File: config.mk
export PLATFORM = sky130hd
export DESIGN_NAME = alu_pipe
export DESIGN_NICKNAME = d
export VERILOG_FILES = /design/src/rtl/alu_pipe.sv
export SDC_FILE = /design/constraint.sdc
export NUM_CORES = 1
export LEC_CHECK = 0
export CAP_MARGIN = 20
export CORE_MARGIN = 10
export CORE_UTILIZATION = 53
export DETAILED_ROUTE_END_ITERATION = 7
export PLACE_DENSITY = 0.83
export SLEW_MARGIN = 10
export SYNTH_ARGS = -nofsm -noshare
export SYNTH_HDL_FRONTEND = slang
export SYNTH_SLANG_ARGS = --single-unit
File: constraint.sdc
create_clock -name clk -period 3.8 [get_ports clk]
set_input_delay 0.38 -clock clk [delete_from_list [all_inputs] [get_ports clk]]
set_output_delay 0.38 -clock clk [all_outputs]
set_load 0.02 [all_outputs]
File: src/rtl/alu_pipe.sv
// ---------------------------------------------------------------------------
// alu_pipe : two-stage pipelined ALU with valid/ready handshakes.
//   Stage 1 captures a, b and cmd on accept.
//   Stage 2 computes the result, flags and the illegal-opcode error.
// Both stages advance together whenever the output register is empty or is
// being consumed, so a stalled result freezes the whole pipeline.
// Optional feature: define ALU_PIPE_SAT_EN to saturate ADD/SUB overflow to
// the signed max/min instead of wrapping (flag_v is reported either way).
// ---------------------------------------------------------------------------
module alu_pipe #(
    parameter int WIDTH = 16,
    parameter int SW    = $clog2(WIDTH)
) (
    input  logic             clk,
    input  logic             rst,
    input  logic             in_valid,
    output logic             in_ready,
    input  logic [WIDTH-1:0] a,
    input  logic [WIDTH-1:0] b,
    input  logic [3:0]       cmd,
    output logic             out_valid,
    input  logic             out_ready,
    output logic [WIDTH-1:0] result,
    output logic             flag_z,
    output logic             flag_v,
    output logic             flag_n,
    output logic             err
);

    localparam logic [3:0] OP_ADD = 4'd0;
    localparam logic [3:0] OP_SUB = 4'd1;
    localparam logic [3:0] OP_AND = 4'd2;
    localparam logic [3:0] OP_NOR = 4'd3;
    localparam logic [3:0] OP_SLL = 4'd4;
    localparam logic [3:0] OP_SRL = 4'd5;
    localparam logic [3:0] OP_SRA = 4'd6;
    localparam logic [3:0] OP_ROR = 4'd7;

    localparam logic [WIDTH-1:0] SMAX = {1'b0, {(WIDTH-1){1'b1}}};
    localparam logic [WIDTH-1:0] SMIN = {1'b1, {(WIDTH-1){1'b0}}};

    logic             advance;
    logic             s1_valid;
    logic [WIDTH-1:0] s1_a;
    logic [WIDTH-1:0] s1_b;
    logic [3:0]       s1_cmd;

    logic [WIDTH-1:0] c_result;
    logic             c_z;
    logic             c_v;
    logic             c_n;
    logic             c_err;

    assign advance  = !out_valid || out_ready;
    assign in_ready = advance && !rst;

    // Stage 1: capture the request operands whenever the pipeline advances
    always_ff @(posedge clk or posedge rst) begin
        if (rst) begin
            s1_valid <= 1'b0;
            s1_a     <= '0;
            s1_b     <= '0;
            s1_cmd   <= '0;
        end else if (advance) begin
            s1_valid <= in_valid;
            if (in_valid) begin
                s1_a   <= a;
                s1_b   <= b;
                s1_cmd <= cmd;
            end
        end
    end

    // Combinational ALU on the stage-1 contents; rotate uses the negated
    // amount modulo WIDTH so a zero rotate leaves the operand unchanged
    always_comb begin
        logic [WIDTH-1:0] sum;
        logic [WIDTH-1:0] diff;
        logic [SW-1:0]    sh;
        logic [SW-1:0]    neg_sh;
        logic             ovf;

        sum      = s1_a + s1_b;
        diff     = s1_a - s1_b;
        sh       = s1_b[SW-1:0];
        neg_sh   = -sh;
        ovf      = 1'b0;
        c_result = '0;
        c_v      = 1'b0;
        c_err    = 1'b0;

        case (s1_cmd)
            OP_ADD: begin
                ovf      = (s1_a[WIDTH-1] == s1_b[WIDTH-1]) && (sum[WIDTH-1] != s1_a[WIDTH-1]);
                c_result = sum;
                c_v      = ovf;
            end
            OP_SUB: begin
                ovf      = (s1_a[WIDTH-1] != s1_b[WIDTH-1]) && (diff[WIDTH-1] != s1_a[WIDTH-1]);
                c_result = diff;
                c_v      = ovf;
            end
            OP_AND: c_result = s1_a & s1_b;
            OP_NOR: c_result = ~(s1_a | s1_b);
            OP_SLL: c_result = s1_a << sh;
            OP_SRL: c_result = s1_a >> sh;
            OP_SRA: c_result = $unsigned($signed(s1_a) >>> sh);
            OP_ROR: c_result = (s1_a >> sh) | (s1_a << neg_sh);
            default: c_err   = 1'b1;
        endcase

`ifdef ALU_PIPE_SAT_EN
        if (ovf) begin
            c_result = s1_a[WIDTH-1] ? SMIN : SMAX;
        end
`endif

        c_z = !c_err && (c_result == '0);
        c_n = !c_err && c_result[WIDTH-1];
    end

    // Stage 2: register result and flags; holds while the consumer stalls
    always_ff @(posedge clk or posedge rst) begin
        if (rst) begin
            out_valid <= 1'b0;
            result    <= '0;
            flag_z    <= 1'b0;
            flag_v    <= 1'b0;
            flag_n    <= 1'b0;
            err       <= 1'b0;
        end else if (advance) begin
            out_valid <= s1_valid;
            if (s1_valid) begin
                result <= c_result;
                flag_z <= c_z;
                flag_v <= c_v;
                flag_n <= c_n;
                err    <= c_err;
            end
        end
    end

endmodule

Word-level counts from Yosys, hierarchy flattened --
Index checks and enable logic that the tools add are counted.
Cells by class: $add $sub $neg 3, equality and inequality tests 11, shift operators 4, muxes and demuxes 3, bitwise logic cells 4, reductions and logical operators 13
Operators with widths (count):
- case mux 16 bit (8 select lines) | 1
- bitwise OR 16 bit | 2
- << shifter 16 x 4 -> 16 bit | 2
- adder 16 bit | 1
- bitwise AND 16 bit | 1
- == test 4 x 3 -> 1 bit (second input constant) | 4
- logical NOT 16 bit | 1
- inverter 16 bit | 1
- right shift 16 x 4 -> 16 bit | 1
- >>> shifter 16 x 4 -> 16 bit | 1
- subtractor 16 bit | 1
- == test 4 x 2 -> 1 bit (second input constant) | 2
- OR reduction 8 bit | 1
- logical AND 1 bit | 5
- == test 4 x 1 -> 1 bit (second input constant) | 1
- logical NOT 4 bit | 1
- negator 4 bit | 1
- AND reduction 2 bit | 2
- inequality test 1 bit | 3
- logical NOT 1 bit | 2
- case mux 1 bit (2 select lines) | 1
- == test 1 bit | 1
- logical OR 1 bit | 1
- 2-to-1 mux 1 bit | 1
Word-level totals: register bits after elaboration 58, bits of input ports 40, output and inout bits 22

Depth between registers and ports, before layout --
depth in word-level cells 6, gate-level depth with buffers 16

Worst setup path after synthesis --
Ideal clock, no wire load.
path kind reg2reg, start point reg s1_b[2], end point reg flag_z, library setup time 0.092 ns, data arrival time 3.351 ns, required time 3.708 ns, setup slack 0.358 ns, cell stages (with the launch flop) 16, clock period less this slack 3.442 ns, path through dfrtp_1 > buf_4 > buf_2 > inv_1 > buf_2 > ha_1 > clkbuf_1 > nor2_1 > o311a_1 > o221ai_1 > o211ai_1 > xnor2_1 > a221o_1 > nor4_1 > nand4_1 > o31ai_2
On the way: longest elaborated chain between the ends 6, elaborated cells on any way between the ends 14
Ends and longest elaborated chain:
- start: declaration | RTL line 45 | logic [WIDTH-1:0] s1_b;
- start signal: assignment | RTL line 62 | s1_b <= '0;
- start signal: assignment | RTL line 68 | s1_b <= b;
- negator 4 bit | RTL line 86 | neg_sh = -sh;
- << shifter 16 x 4 -> 16 bit | RTL line 108 | OP_ROR: c_result = (s1_a >> sh) | (s1_a << neg_sh);
- bitwise OR 16 bit | RTL line 108
- case mux 16 bit (8 select lines) (*) | RTL line 92 | case (s1_cmd)
- logical NOT 16 bit (*) | RTL line 118 | c_z = !c_err && (c_result == '0);
- logical AND 1 bit (*) | RTL line 118
- end signal: assignment | RTL line 135 | flag_z <= c_z;
- end: declaration | RTL line 24 | output logic flag_z,
Every way passes the cells marked *; elsewhere a longest branch is shown, timed or not. A chain may end at the register's enable or synchronous reset.

Worst setup path in the final report --
start point reg s1_a[0], end point reg flag_z
On the way: longest elaborated chain between the ends 5, elaborated cells on any way between the ends 13
Ends and longest elaborated chain:
- start: declaration | RTL line 44 | logic [WIDTH-1:0] s1_a;
- start signal: assignment | RTL line 61 | s1_a <= '0;
- start signal: assignment | RTL line 67 | s1_a <= a;
- parallel branches: the longest is 2 deep, another holds subtractor 16 bit
- case mux 16 bit (8 select lines) (*) | RTL line 92
- logical NOT 16 bit (*) | RTL line 118
- logical AND 1 bit (*) | RTL line 118
Mark *: on every way between the ends.

==> impl_metrics.py <==
metrics = {
    "final_layout": {
        "stdcell_count": 1021,
        "mostFrequentLayoutCell": "clkdlybuf4s50_1",
        "drive_gt1_share_pct": 20.1,
        "layout_common_cells": "clkdlybuf4s50_1 (61), nand2_1 (57), mux2_2 (54)",
        "area_delta_synth_final_pct": 15.7,
        "n_antenna_cell": 0,
        "final_nets": 933,
    },
    "power_and_ir_drop": {
        "p_leak_nw": 3.42,
        "p_clk_share_pct": 16.2,
        "p_int_w": 0.00252,
        "ir_drop_mv": 0.355,
        "pwr_density_cell_mw_per_mm2": 586,
        "p_switching_w": 0.00232,
        "seq_power_share_pct": 19.9,
        "pwr-share-comb_pct": 63.9,
        "swShare_pct": 47.9,
    },
    "logic_synthesis": {
        "avgSynthCellArea_um2": 8.93,
        "synthDistinctLibCells": 87,
        "synth_top_flop_cell": "dfrtp_1",
        "netlist_area_mm2": 0.00714,
        "synthCells": 799,
        "synthArstFlopShare_pct": 100,
        "ys_seq_area_share_pct": 20.0,
        "yosysWarnings": 0,
        "synth-edff-count": 0,
        "syn_nets": 892,
        "ys_ff_latch": 57,
    },
    "route": {
        "drc": 20,
        "firstDrtPassIters": 8,
        "vias": 7036,
        "drtIter0Drc": 1093,
        "route.final.wire_length_um": 25200,
        "wl_per_cell_um": 24.7,
        "viasPerCell": 6.89,
        "final_antenna_net_count": 0,
    },
    "global_routing": {
        "grt_pass1_vias": 6663,
        "grt_pass1_wl_um": 38900,
        "antenna_found_initial": 0,
        "grt_max_degree": 58,
        "grt-ovfl-total": 0,
        "track_usage_pct": 27.0,
    },
    "clock_network": {
        "clock-sinks": 57,
        "clockRootBuffer": "clkbuf_16",
        "cts_buffers": 9,
        "clock_latency_ns": 0.35,
        "cts_max_level": 3,
        "cts_tree": "built",
        "clk_pin_slew_worst_paths_ns": 0.06,
        "hold_buffers": 0,
        "cts_max_path_buffers": 2,
    },
    "job": {
        "cap_violations": 0,
    },
    "sta": {
        "fin_tns_setup_ns": 0,
        "slew_violations": 0,
        "period_share_pct": 90.7,
        "finClkSkew_ns": 0.0155,
        "rsz0062_at_grt": "no",
        "finalHoldViolCount": 0,
        "holdWs_ns": 0.474,
        "tightestPinTransition_ns": 0.967,
        "setup_violations": 0,
        "slew_headroom_pct": 35.1,
        "fmax_mhz": 290,
        "min_period_ns": 3.45,
        "fin_ws_ns": 0.353,
    },
    "worst_hold_path": {
        "hp-class": "register to register",
    },
    "floorplanning": {
        "die-area_mm2": 0.0185,
        "die_h_um": 136,
        "design.core.area_mm2": 0.0132,
        "start_util_pct": 53.9,
        "rows": 42,
        "io_pins": 62,
        "die_width_um": 136,
    },
    "setup_path": {
        "critPathMaxFanout": 10,
        "crit_type": "register to register",
        "cp.arrival_ns": 3.70,
        "cp-end-kind": "register",
        "required_ns": 4.05,
        "crit_path_start_kind": "register",
    },
    "place": {
        "numPortBuffers": 61,
        "preCtsSetupSlack_ns": 0.338,
        "placed_cells": 1005,
        "dp_hpwl_um": 19100,
        "gp_congestion": 1.17,
    },
    "status": {
        "status": "finished, violations left",
        "violations": "design-rule violations",
    },
}
-- path summary, 6_finish.rpt --
path	startpoint	to	slack (ns)	cells after the start
max	s1_a[0]	flag_z	0.35	11
min	result[11]	result[11]	0.47	2
max reg2reg	s1_a[0]	flag_z	0.35	11
min reg2reg	result[11]	result[11]	0.47	2
max in group asynchronous	rst	s1_b[0]	2.66	3
min in group asynchronous	rst	s1_b[11]	0.64	3
-- cells in the mapped netlist, types with 4 or more instances --
library cell,n,share of area [%]
a211oi_1,14,1.5
a21o_1,5,0.53
a21oi_1,38,2.7
a31oi_1,9,0.79
a32oi_1,5,0.61
and3_1,4,0.35
buf_1,4,0.21
buf_2,15,1.1
buf_4,5,0.53
clkbuf_1,43,2.3
dfrtp_1,57,20
ha_1,51,8.9
inv_1,46,2.4
mux2_1,4,0.63
mux2_2,54,8.5
mux2i_1,45,6.3
mux4_2,35,11
nand2_1,57,3.0
nand2b_1,10,0.88
nand3_1,13,0.91
nand4_1,8,0.70
nor2_1,51,2.7
nor2b_1,5,0.44
nor3_1,23,1.6
nor3b_1,4,0.42
nor4_1,4,0.35
o2111ai_1,6,0.74
o211ai_1,13,1.4
o21ai_0,40,2.8
o21ai_1,7,0.49
o21bai_1,6,0.63
o221ai_1,8,0.98
o22ai_1,7,0.61
or3_1,6,0.53
xnor2_1,15,1.8
-- flip-flops by register name, indices dropped and copies added (netlist names) --
| signal | count |
|---|---|
| out_valid | 1 |
| flag_v | 1 |
| s1_valid | 1 |
| s1_cmd | 4 |
| err | 1 |
| s1_a | 16 |
| flag_z | 1 |
| s1_b | 16 |
| result | 16 |
-- metrics by stage --
step	power, W	instance area (um^2)	util, %
detailed placement	0.00392	7970	60.2
CTS	0.00472	8250	62.3
global placement	0.00391	7970	60.2
floorplan	0.00294	7140	-
global route	0.00507	8260	62.4
finish	0.00484	8260	62.4
-- worst max-delay path, stage by stage, from the launching register on --
cell      delay [ns]
dfrtp_2         0.48
ha_1            0.27
fa_1            0.42
a211oi_1        0.36
o21ai_1         0.17
a41o_1          0.26
o211ai_1        0.10
xnor2_1         0.16
a221o_1         0.41
nor4_1          0.33
nand4_1         0.15
o31ai_2         0.24
-- logic make-up (layout without fill, tap and decap cells) --
logic type | after synthesis | in the layout | share of synthesized area, %
buf+inv | 121 | 167 | 7.28
fa+ha+maj | 53 | 53 | 9.50
xor+xnor | 18 | 18 | 2.21
mux | 140 | 140 | 26.9
compound gates | 203 | 203 | 19.5
flops | 57 | 57 | 20.0
simple gates | 207 | 207 | 14.6
-- layer usage --
| layer | GRT usage (%) | up-vias | routed length [um] |
|---|---|---|---|
| li1 | - | 3058 | - |
| met1 | 34.3 | 3348 | 9550 |
| met2 | 40.6 | 515 | 10900 |
| met3 | 9.41 | 115 | 3330 |
| met4 | 12.2 | 0 | 1440 |
| met5 | 0 | - | 0 |
-- cell type report --
cell class | instances | area (um^2)
Sequential cell | 57 | 1430
Timing Repair Buffer | 101 | 936
Clock buffer | 10 | 239
Clock inverter | 6 | 42.5
Inverter | 50 | 188
Multi-Input combinational cell | 621 | 5200
Fill cell | 1148 | 4980
Tap cell | 176 | 220
-- repair_timing --
action / in CTS / in global routing
setup endpoints to repair: 0 / 1
setup buffers: 0 / 0
resized for setup: 0 / 2
-- power by group through the flow --
stage / registers, W / logic, W / clock network, W
after detailed placement: 0.000969 / 0.00295 / 0
after CTS: 0.000958 / 0.00297 / 0.000791
final: 0.000964 / 0.00309 / 0.000782
after global placement: 0.000958 / 0.00295 / 0
after global routing: 0.000982 / 0.00326 / 0.000827
after floorplan: 0.000982 / 0.00196 / 0
Power figures use the tool's default switching activity.
